[src/rtl/riscv_ctrl_pkg.sv]
// Shared opcode constants, control encodings and the control-bundle records
// used by the decoder and the ID/EX/MEM/WB control pipeline.
package riscv_ctrl_pkg;

  localparam logic [6:0] OP_LOAD   = 7'b0000011;
  localparam logic [6:0] OP_STORE  = 7'b0100011;
  localparam logic [6:0] OP_R      = 7'b0110011;
  localparam logic [6:0] OP_I_ALU  = 7'b0010011;
  localparam logic [6:0] OP_BRANCH = 7'b1100011;
  localparam logic [6:0] OP_JAL    = 7'b1101111;
  localparam logic [6:0] OP_JALR   = 7'b1100111;
  localparam logic [6:0] OP_LUI    = 7'b0110111;
  localparam logic [6:0] OP_AUIPC  = 7'b0010111;

  typedef enum logic [2:0] {
    IMM_I = 3'b000,
    IMM_S = 3'b001,
    IMM_B = 3'b010,
    IMM_J = 3'b011,
    IMM_U = 3'b100
  } imm_src_t;

  typedef enum logic [1:0] {
    RES_ALU = 2'b00,
    RES_MEM = 2'b01,
    RES_PC4 = 2'b10,
    RES_IMM = 2'b11
  } result_src_t;

  typedef enum logic [1:0] {
    ALUOP_ADD    = 2'b00,
    ALUOP_BRANCH = 2'b01,
    ALUOP_FUNCT  = 2'b10
  } alu_op_t;

  typedef struct packed {
    logic        reg_write;
    logic        mem_write;
    logic        alu_src;
    logic        branch;
    logic        jump;
    logic        jalr;
    logic        illegal;
    result_src_t result_src;
    alu_op_t     alu_op;
  } ctrl_bundle_t;

  typedef struct packed {
    logic        reg_write;
    logic        mem_write;
    result_src_t result_src;
  } mem_ctrl_t;

  localparam ctrl_bundle_t CTRL_BUBBLE  = '0;
  localparam ctrl_bundle_t CTRL_ILLEGAL = '{illegal: 1'b1, result_src: RES_ALU,
                                            alu_op: ALUOP_ADD, default: 1'b0};

endpackage

[src/rtl/ctrl_decode.sv]
// Combinational main decoder: opcode -> control bundle and immediate format.
// With EXT_EN=0 the jump/upper-immediate opcodes fall through to illegal.
module ctrl_decode
  import riscv_ctrl_pkg::*;
#(
  parameter int EXT_EN = 1
) (
  input  logic [6:0]   op_i,
  output ctrl_bundle_t ctrl_o,
  output logic [2:0]   imm_src_o
);

  ctrl_bundle_t dec_ctrl;
  imm_src_t     dec_imm;
  logic         ext_on;

  assign ext_on = (EXT_EN != 0);

  // Opcode decode; every recognised opcode starts from an all-zero bundle.
  always_comb begin
    dec_ctrl = CTRL_ILLEGAL;
    dec_imm  = IMM_I;
    case (op_i)
      OP_LOAD: begin
        dec_ctrl            = CTRL_BUBBLE;
        dec_ctrl.reg_write  = 1'b1;
        dec_ctrl.alu_src    = 1'b1;
        dec_ctrl.result_src = RES_MEM;
      end
      OP_STORE: begin
        dec_ctrl           = CTRL_BUBBLE;
        dec_ctrl.mem_write = 1'b1;
        dec_ctrl.alu_src   = 1'b1;
        dec_imm            = IMM_S;
      end
      OP_R: begin
        dec_ctrl           = CTRL_BUBBLE;
        dec_ctrl.reg_write = 1'b1;
        dec_ctrl.alu_op    = ALUOP_FUNCT;
      end
      OP_I_ALU: begin
        dec_ctrl           = CTRL_BUBBLE;
        dec_ctrl.reg_write = 1'b1;
        dec_ctrl.alu_src   = 1'b1;
        dec_ctrl.alu_op    = ALUOP_FUNCT;
      end
      OP_BRANCH: begin
        dec_ctrl        = CTRL_BUBBLE;
        dec_ctrl.branch = 1'b1;
        dec_ctrl.alu_op = ALUOP_BRANCH;
        dec_imm         = IMM_B;
      end
      OP_JAL: begin
        if (ext_on) begin
          dec_ctrl            = CTRL_BUBBLE;
          dec_ctrl.reg_write  = 1'b1;
          dec_ctrl.jump       = 1'b1;
          dec_ctrl.result_src = RES_PC4;
          dec_imm             = IMM_J;
        end else begin
          dec_ctrl = CTRL_ILLEGAL;
        end
      end
      OP_JALR: begin
        if (ext_on) begin
          dec_ctrl            = CTRL_BUBBLE;
          dec_ctrl.reg_write  = 1'b1;
          dec_ctrl.alu_src    = 1'b1;
          dec_ctrl.jump       = 1'b1;
          dec_ctrl.jalr       = 1'b1;
          dec_ctrl.result_src = RES_PC4;
        end else begin
          dec_ctrl = CTRL_ILLEGAL;
        end
      end
      OP_LUI, OP_AUIPC: begin
        if (ext_on) begin
          dec_ctrl            = CTRL_BUBBLE;
          dec_ctrl.reg_write  = 1'b1;
          dec_ctrl.alu_src    = 1'b1;
          dec_ctrl.result_src = (op_i == OP_LUI) ? RES_IMM : RES_ALU;
          dec_imm             = IMM_U;
        end else begin
          dec_ctrl = CTRL_ILLEGAL;
        end
      end
      default: begin
        dec_ctrl = CTRL_ILLEGAL;
        dec_imm  = IMM_I;
      end
    endcase
  end

  assign ctrl_o    = dec_ctrl;
  assign imm_src_o = dec_imm;

endmodule

[src/rtl/control_pipeline.sv]
// ID/EX, EX/MEM and MEM/WB control registers around ctrl_decode, plus a
// saturating count of illegal opcodes entering EX.
module control_pipeline
  import riscv_ctrl_pkg::*;
#(
  parameter int EXT_EN   = 1,
  parameter int ALU_OP_W = 2
) (
  input  logic                clk,
  input  logic                rst,
  input  logic [6:0]          op_d,
  input  logic                stall_e,
  input  logic                flush_e,
  output logic [2:0]          imm_src_d,
  output logic                reg_write_e,
  output logic                mem_write_e,
  output logic                alu_src_e,
  output logic                branch_e,
  output logic                jump_e,
  output logic                jalr_e,
  output logic                illegal_e,
  output logic [1:0]          result_src_e,
  output logic [ALU_OP_W-1:0] alu_op_e,
  output logic                reg_write_m,
  output logic                mem_write_m,
  output logic [1:0]          result_src_m,
  output logic                reg_write_w,
  output logic [1:0]          result_src_w,
  output logic [7:0]          illegal_cnt
);

  ctrl_bundle_t dec_ctrl;
  ctrl_bundle_t ex_q, ex_d;
  mem_ctrl_t    mem_q, mem_d;
  logic         wb_rw_q, wb_rw_d;
  logic [1:0]   wb_rs_q, wb_rs_d;
  logic [7:0]   cnt_q, cnt_d;
  logic         capture;

  ctrl_decode #(.EXT_EN(EXT_EN)) u_decode (
    .op_i      (op_d),
    .ctrl_o    (dec_ctrl),
    .imm_src_o (imm_src_d)
  );

  assign capture = !flush_e && !stall_e;

  // Next-state: flush beats stall; a stalled EX sends a bubble downstream.
  always_comb begin
    ex_d    = ex_q;
    mem_d   = mem_q;
    wb_rw_d = mem_q.reg_write;
    wb_rs_d = mem_q.result_src;
    cnt_d   = cnt_q;
    if (flush_e) begin
      ex_d = CTRL_BUBBLE;
    end else if (stall_e) begin
      ex_d = ex_q;
    end else begin
      ex_d = dec_ctrl;
    end
    if (stall_e) begin
      mem_d = '0;
    end else begin
      mem_d = '{reg_write: ex_q.reg_write, mem_write: ex_q.mem_write,
                result_src: ex_q.result_src};
    end
    if (capture && dec_ctrl.illegal && (cnt_q != 8'd255)) begin
      cnt_d = cnt_q + 8'd1;
    end else begin
      cnt_d = cnt_q;
    end
  end

  // Pipeline and counter state registers with synchronous reset.
  always_ff @(posedge clk) begin
    if (rst) begin
      ex_q    <= CTRL_BUBBLE;
      mem_q   <= '0;
      wb_rw_q <= 1'b0;
      wb_rs_q <= 2'b00;
      cnt_q   <= 8'd0;
    end else begin
      ex_q    <= ex_d;
      mem_q   <= mem_d;
      wb_rw_q <= wb_rw_d;
      wb_rs_q <= wb_rs_d;
      cnt_q   <= cnt_d;
    end
  end

  assign reg_write_e  = ex_q.reg_write;
  assign mem_write_e  = ex_q.mem_write;
  assign alu_src_e    = ex_q.alu_src;
  assign branch_e     = ex_q.branch;
  assign jump_e       = ex_q.jump;
  assign jalr_e       = ex_q.jalr;
  assign illegal_e    = ex_q.illegal;
  assign result_src_e = ex_q.result_src;
  assign alu_op_e     = ALU_OP_W'(ex_q.alu_op);
  assign reg_write_m  = mem_q.reg_write;
  assign mem_write_m  = mem_q.mem_write;
  assign result_src_m = mem_q.result_src;
  assign reg_write_w  = wb_rw_q;
  assign result_src_w = wb_rs_q;
  assign illegal_cnt  = cnt_q;

endmodule
[config.mk]
export PLATFORM = sky130hd
export DESIGN_NAME = control_pipeline
export DESIGN_NICKNAME = d
export VERILOG_FILES = /design/src/rtl/riscv_ctrl_pkg.sv /design/src/rtl/ctrl_decode.sv /design/src/rtl/control_pipeline.sv
export SDC_FILE = /design/constraint.sdc
export NUM_CORES = 1
export LEC_CHECK = 0
export CAP_MARGIN = 25
export CELL_PAD_IN_SITES_DETAIL_PLACEMENT = 1
export CELL_PAD_IN_SITES_GLOBAL_PLACEMENT = 1
export CORE_UTILIZATION = 35
export DETAILED_ROUTE_END_ITERATION = 8
export GPL_ROUTABILITY_DRIVEN = 1
export PLACE_DENSITY_LB_ADDON = 0.15
export SYNTH_ARGS = -nofsm -noshare
export SYNTH_HDL_FRONTEND = slang
export SYNTH_HIERARCHICAL = 1
export SYNTH_SLANG_ARGS = --single-unit
[constraint.sdc]
create_clock -name clk -period 3.5 [get_ports clk]
set_input_delay 0.875 -clock clk [delete_from_list [all_inputs] [get_ports clk]]
set_output_delay 0.875 -clock clk [all_outputs]
set_load 0.005 [all_outputs]
**After elaboration in Yosys (flattened, before gate mapping)**

Cells that the tools add are included.

- Bits in registers: 26
- Input port bits: 11
- Output and inout port bits: 29
- Logic and storage cells: 37

- Equal/unequal tests: 10
- $add $sub $neg: 1
- Reduce and logical (&&, ||, !) cells: 8
- Muxes and demuxes: 3

Operators by type and width:

| cell | count |
|---|---|
| 11-bit case mux with 8 select lines | 1 |
| 7-bit by 6-bit == test with 1-bit output, second input constant | 3 |
| 7-bit == test, second input constant | 3 |
| 7-bit by 5-bit == test with 1-bit output, second input constant | 2 |
| 3-bit case mux with 4 select lines | 1 |
| 8-bit by 1-bit adder with 8-bit output, second input constant | 1 |
| 8-bit != test, second input constant | 1 |
| 7-bit by 2-bit == test with 1-bit output, second input constant | 1 |
| 2-bit OR reduction | 3 |
| 1-bit logical AND | 3 |
| 1-bit zero test | 2 |
| 2-bit two-way mux | 1 |

**Logic depth before layout (Yosys ltp)**

- Depth in word-level cells: 5
- Gate-level depth with buffers: 8
- Depth with buffers taken out: 7

**By module**

The synthesis kept the hierarchy.

Modules (own cells, without submodules):

| module | cells an instance | area each (um^2) | times used | seq. area each (um^2) |
|---|---|---|---|---|
| control_pipeline | 98 | 993.5 | 1 | 520.5 |
| ctrl_decode | 42 | 244.0 | 1 | 0.0 |

**Worst setup path before layout**

OpenSTA, ideal clock, no wires.

- Path type: input -> register
- From: in op_d[6]
- To: reg cnt_q[4], in the netlist illegal_cnt[4]
- Required time: 3.379 ns
- Buffers on the path: 1
- Setup slack: 0.993 ns
- Stages: 8
- Library setup time: 0.121 ns
- Data arrival time: 2.386 ns
- Cells stage by stage: buf_2 -> nand2b_1 -> o21ai_0 -> o21bai_1 -> or3b_4 -> nor2_4 -> nand3_2 -> mux2_4

RTL lines:

| what | RTL line | text |
|---|---|---|
| from (decl) | control_pipeline.sv:11 | `input logic [6:0] op_d,` |
| to (signal assigned) | control_pipeline.sv:88 | `cnt_q <= cnt_d;` |
| to (decl) | control_pipeline.sv:37 | `logic [7:0] cnt_q, cnt_d;` |

**Worst setup path in the final report**

- From: in op_d[5]
- To: out imm_src_d[1]

- Cells in the longest elaborated chain, start to end: 3
- Elaborated cells on any way between the ends: 7
- Those cells by class: 5 x eq/ne; 1 x mux; 1 x reduce/logical

Ends and longest elaborated chain:

| what | RTL line | text |
|---|---|---|
| 7-bit by 5-bit == test with 1-bit output or 7-bit by 6-bit == test with 1-bit output (tied branches) | ctrl_decode.sv:23 | `case (op_i)` |
| 2-bit OR reduction | ctrl_decode.sv:23 |  |
| 3-bit case mux with 4 select lines * | ctrl_decode.sv:23 |  |
| to (decl) | control_pipeline.sv:14 | `output logic [2:0] imm_src_d,` |

Mark *: on every way between the ends. The rest lies on a longest branch, timed or not.

==> impl_metrics.toml <==
[clock_tree]
cts_tree = "yes"
numCtsBuffers = 3
htreeDepth = 1
root_buffer = "clkbuf_4"
cts.sinks = 26
clk_latency_ns = 0.33
post_cts_buffers = 0
clk_pin_slew_worst_paths_ns = 0.14
ctsHoldBuffers = 0
post_cts_resized = 0
clockBufferDepth = 2

[power]
power.density_nw_per_um2 = 332.5
power_leakage_nw = 0.6437
p_total_w = 0.0005766
ir_worst_vdd_mv = 0.2017

[yosys]
syn-num-nets = 152
syn-mean-instance-area_um2 = 8.839
synth_ff_type = "dfxtp_1"
synth.distinct_cells = 38
netlist_area_um2 = 1237
synth-seq-cells = 26
synth_async_sr_flop_share = 0
synth_cells = 140
synth-edff-count = 0
synth.yosys.warnings = 6
ys_seq_area_frac = 0.4206

[global_route]
antenna_found_initial = 0
grt_pass1_vias = 1131
met2_usage = 0.3230
met1_usage = 0.2395
grt_usage = 0.1873
grt_pass1_wl_um = 5161
grt_busiest_layer = "met2"
use_met3 = 0.04412
grt.overflow.total = 0
grt_max_degree = 16

[finish]
mostFrequentLayoutCells = "39 x clkdlybuf4s50_1, 26 x dfxtp_1, 24 x nor2_1, 12 x mux2i_1"
drive_gt1_frac = 0.1050
fin_nets = 194
fin_util = 0.5156
area_delta_synth_final_pct = 40.14
final_area_um2 = 1734
mostFrequentLayoutCell = "clkdlybuf4s50_1"
antennaDiodeCount = 0

[placement]
gp_congestion = 0.8509
dp_hpwl_um = 2487
place_area_um2 = 1682
numPortBuffers = 39

[outcome]
outcome = "finished, final reports clean"

[floorplanning]
die_area_um2 = 3777
fp-row-count = 21
start_util = 0.3679
coreArea_um2 = 3363
die_width_um = 61.46
ios = 40
die_h_um = 61.46

[setup_path]
crit_type = "in2out"
cp_max_fo = 3
crit_path_end_kind = "output pin"
startpoint = "op_d[5]"
critPathLaunchType = "input port"
rr_startpoint = "illegal_cnt[0]$_SDFFE_PP0P_"
cp_data_required_time_ns = 2.62
worstReg2RegEnd = "illegal_cnt[1]$_SDFFE_PP0P_"
regToRegSetupSlack_ns = 1.88
reg2regPathDepth = 5
endpoint = "imm_src_d[1]"
worstPathArrival_ns = 2.41

[routing]
routed-via-count = 1161
drc = 0
wl_um = 3265
initialDrtViolationCount = 23
final_antenna_net_count = 0
first_pass_iters = 4
wl_per_cell_um = 14.38
via_per_inst = 5.115

[timing]
slew_headroom = 0.6350
worst_pin_slew_ns = 0.5458
hold_viol = 0
clock_skew_ns = 0.004637
post-route-min-period_ns = 3.288
tns_ns = 0
rsz0062_at_grt = "false"
max_freq_ghz = 0.3042
slew_viol_final = 0
setup-violations-final = 0
post-route-period-util = 0.9393

[min_path]
hp-class = "reg2reg"

[run]
cap_violations = 0
-- power by group --
part	switching [W]	total [W]	internal [W]
Combinational	0.0000340	0.0000667	0.0000327
Clock	0.0000931	0.000209	0.000116
Sequential	0.00000239	0.000301	0.000299
-- synth_stat cells (4+ instances only) --
library cell	number	share of area
a21oi_1	6	0.024
and2_1	4	0.020
dfxtp_1	26	0.42
mux2i_1	12	0.097
nand2_1	5	0.015
nand3_1	5	0.020
nor2_1	24	0.073
nor2b_1	4	0.020
nor3_1	7	0.028
-- metrics by stage --
step           hold WS, ns  instances  worst slack (ns)
4_1_cts             0.4881        227            0.2047
3_3_place_gp        0.4479        223            0.2258
2_1_floorplan       0.4621        140            0.9929
6_report            0.4820        227            0.2125
5_1_grt             0.4949        227           0.07604
3_5_place_dp        0.4664        223            0.2053
-- kinds of logic (layout without fill, tap and decap cells) --
kind of cell	after synthesis	after routing	share of synthesized area
compound gates	18	18	0.09909
xor+xnor	1	1	0.007079
fa+ha+maj	1	1	0.01011
buf+inv	11	52	0.05157
flops	26	26	0.4206
mux	13	13	0.1092
simple gates	70	70	0.3023
-- layer usage --
layer | wire length [um] | vias up
met5 | 0 | -
met4 | 20 | 0
met3 | 131 | 2
met2 | 1669 | 35
met1 | 1443 | 552
li1 | - | 572
-- worst min-delay path by stage --
stage,start,to,slack [ns],cells after the start
2_1_floorplan,reg_write_m$_SDFF_PP0_,reg_write_w$_SDFF_PP0_,0.46,1
3_3_place_gp,result_src_m[1]$_SDFF_PP0_,result_src_w[1]$_SDFF_PP0_,0.45,1
3_5_place_dp,reg_write_m$_SDFF_PP0_,reg_write_w$_SDFF_PP0_,0.47,1
4_1_cts,result_src_m[0]$_SDFF_PP0_,result_src_w[0]$_SDFF_PP0_,0.49,1
5_1_grt,reg_write_m$_SDFF_PP0_,reg_write_w$_SDFF_PP0_,0.49,1
6_report,result_src_m[1]$_SDFF_PP0_,result_src_w[1]$_SDFF_PP0_,0.48,1
-- worst max-delay path, cell delays in order --
cell and delay (ns):
clkdlybuf4s50_1 0.49, nand4b_1 0.14, or2_1 0.27, a21oi_1 0.13
clkdlybuf4s50_1 0.51
-- registers in the layout, indices dropped and copies added (netlist names) --
register and cells:
result_src_m 2, result_src_w 2, illegal_e 1, reg_write_w 1
mem_write_m 1, alu_op_e 2, jump_e 1, jalr_e 1
mem_write_e 1, reg_write_m 1, result_src_e 2, alu_src_e 1
reg_write_e 1, branch_e 1, illegal_cnt 8
-- area by class of cell --
type / count / area [um2]
repair buffers: 46 / 442.9
clock inverters: 1 / 30.03
inverters: 2 / 7.507
fillers: 431 / 1629
flip-flops and latches: 26 / 520.5
multi-input cells: 103 / 653.1
clock buffers: 3 / 22.52
well taps: 46 / 57.56
Note: power is estimated with default switching activity, not from simulation.
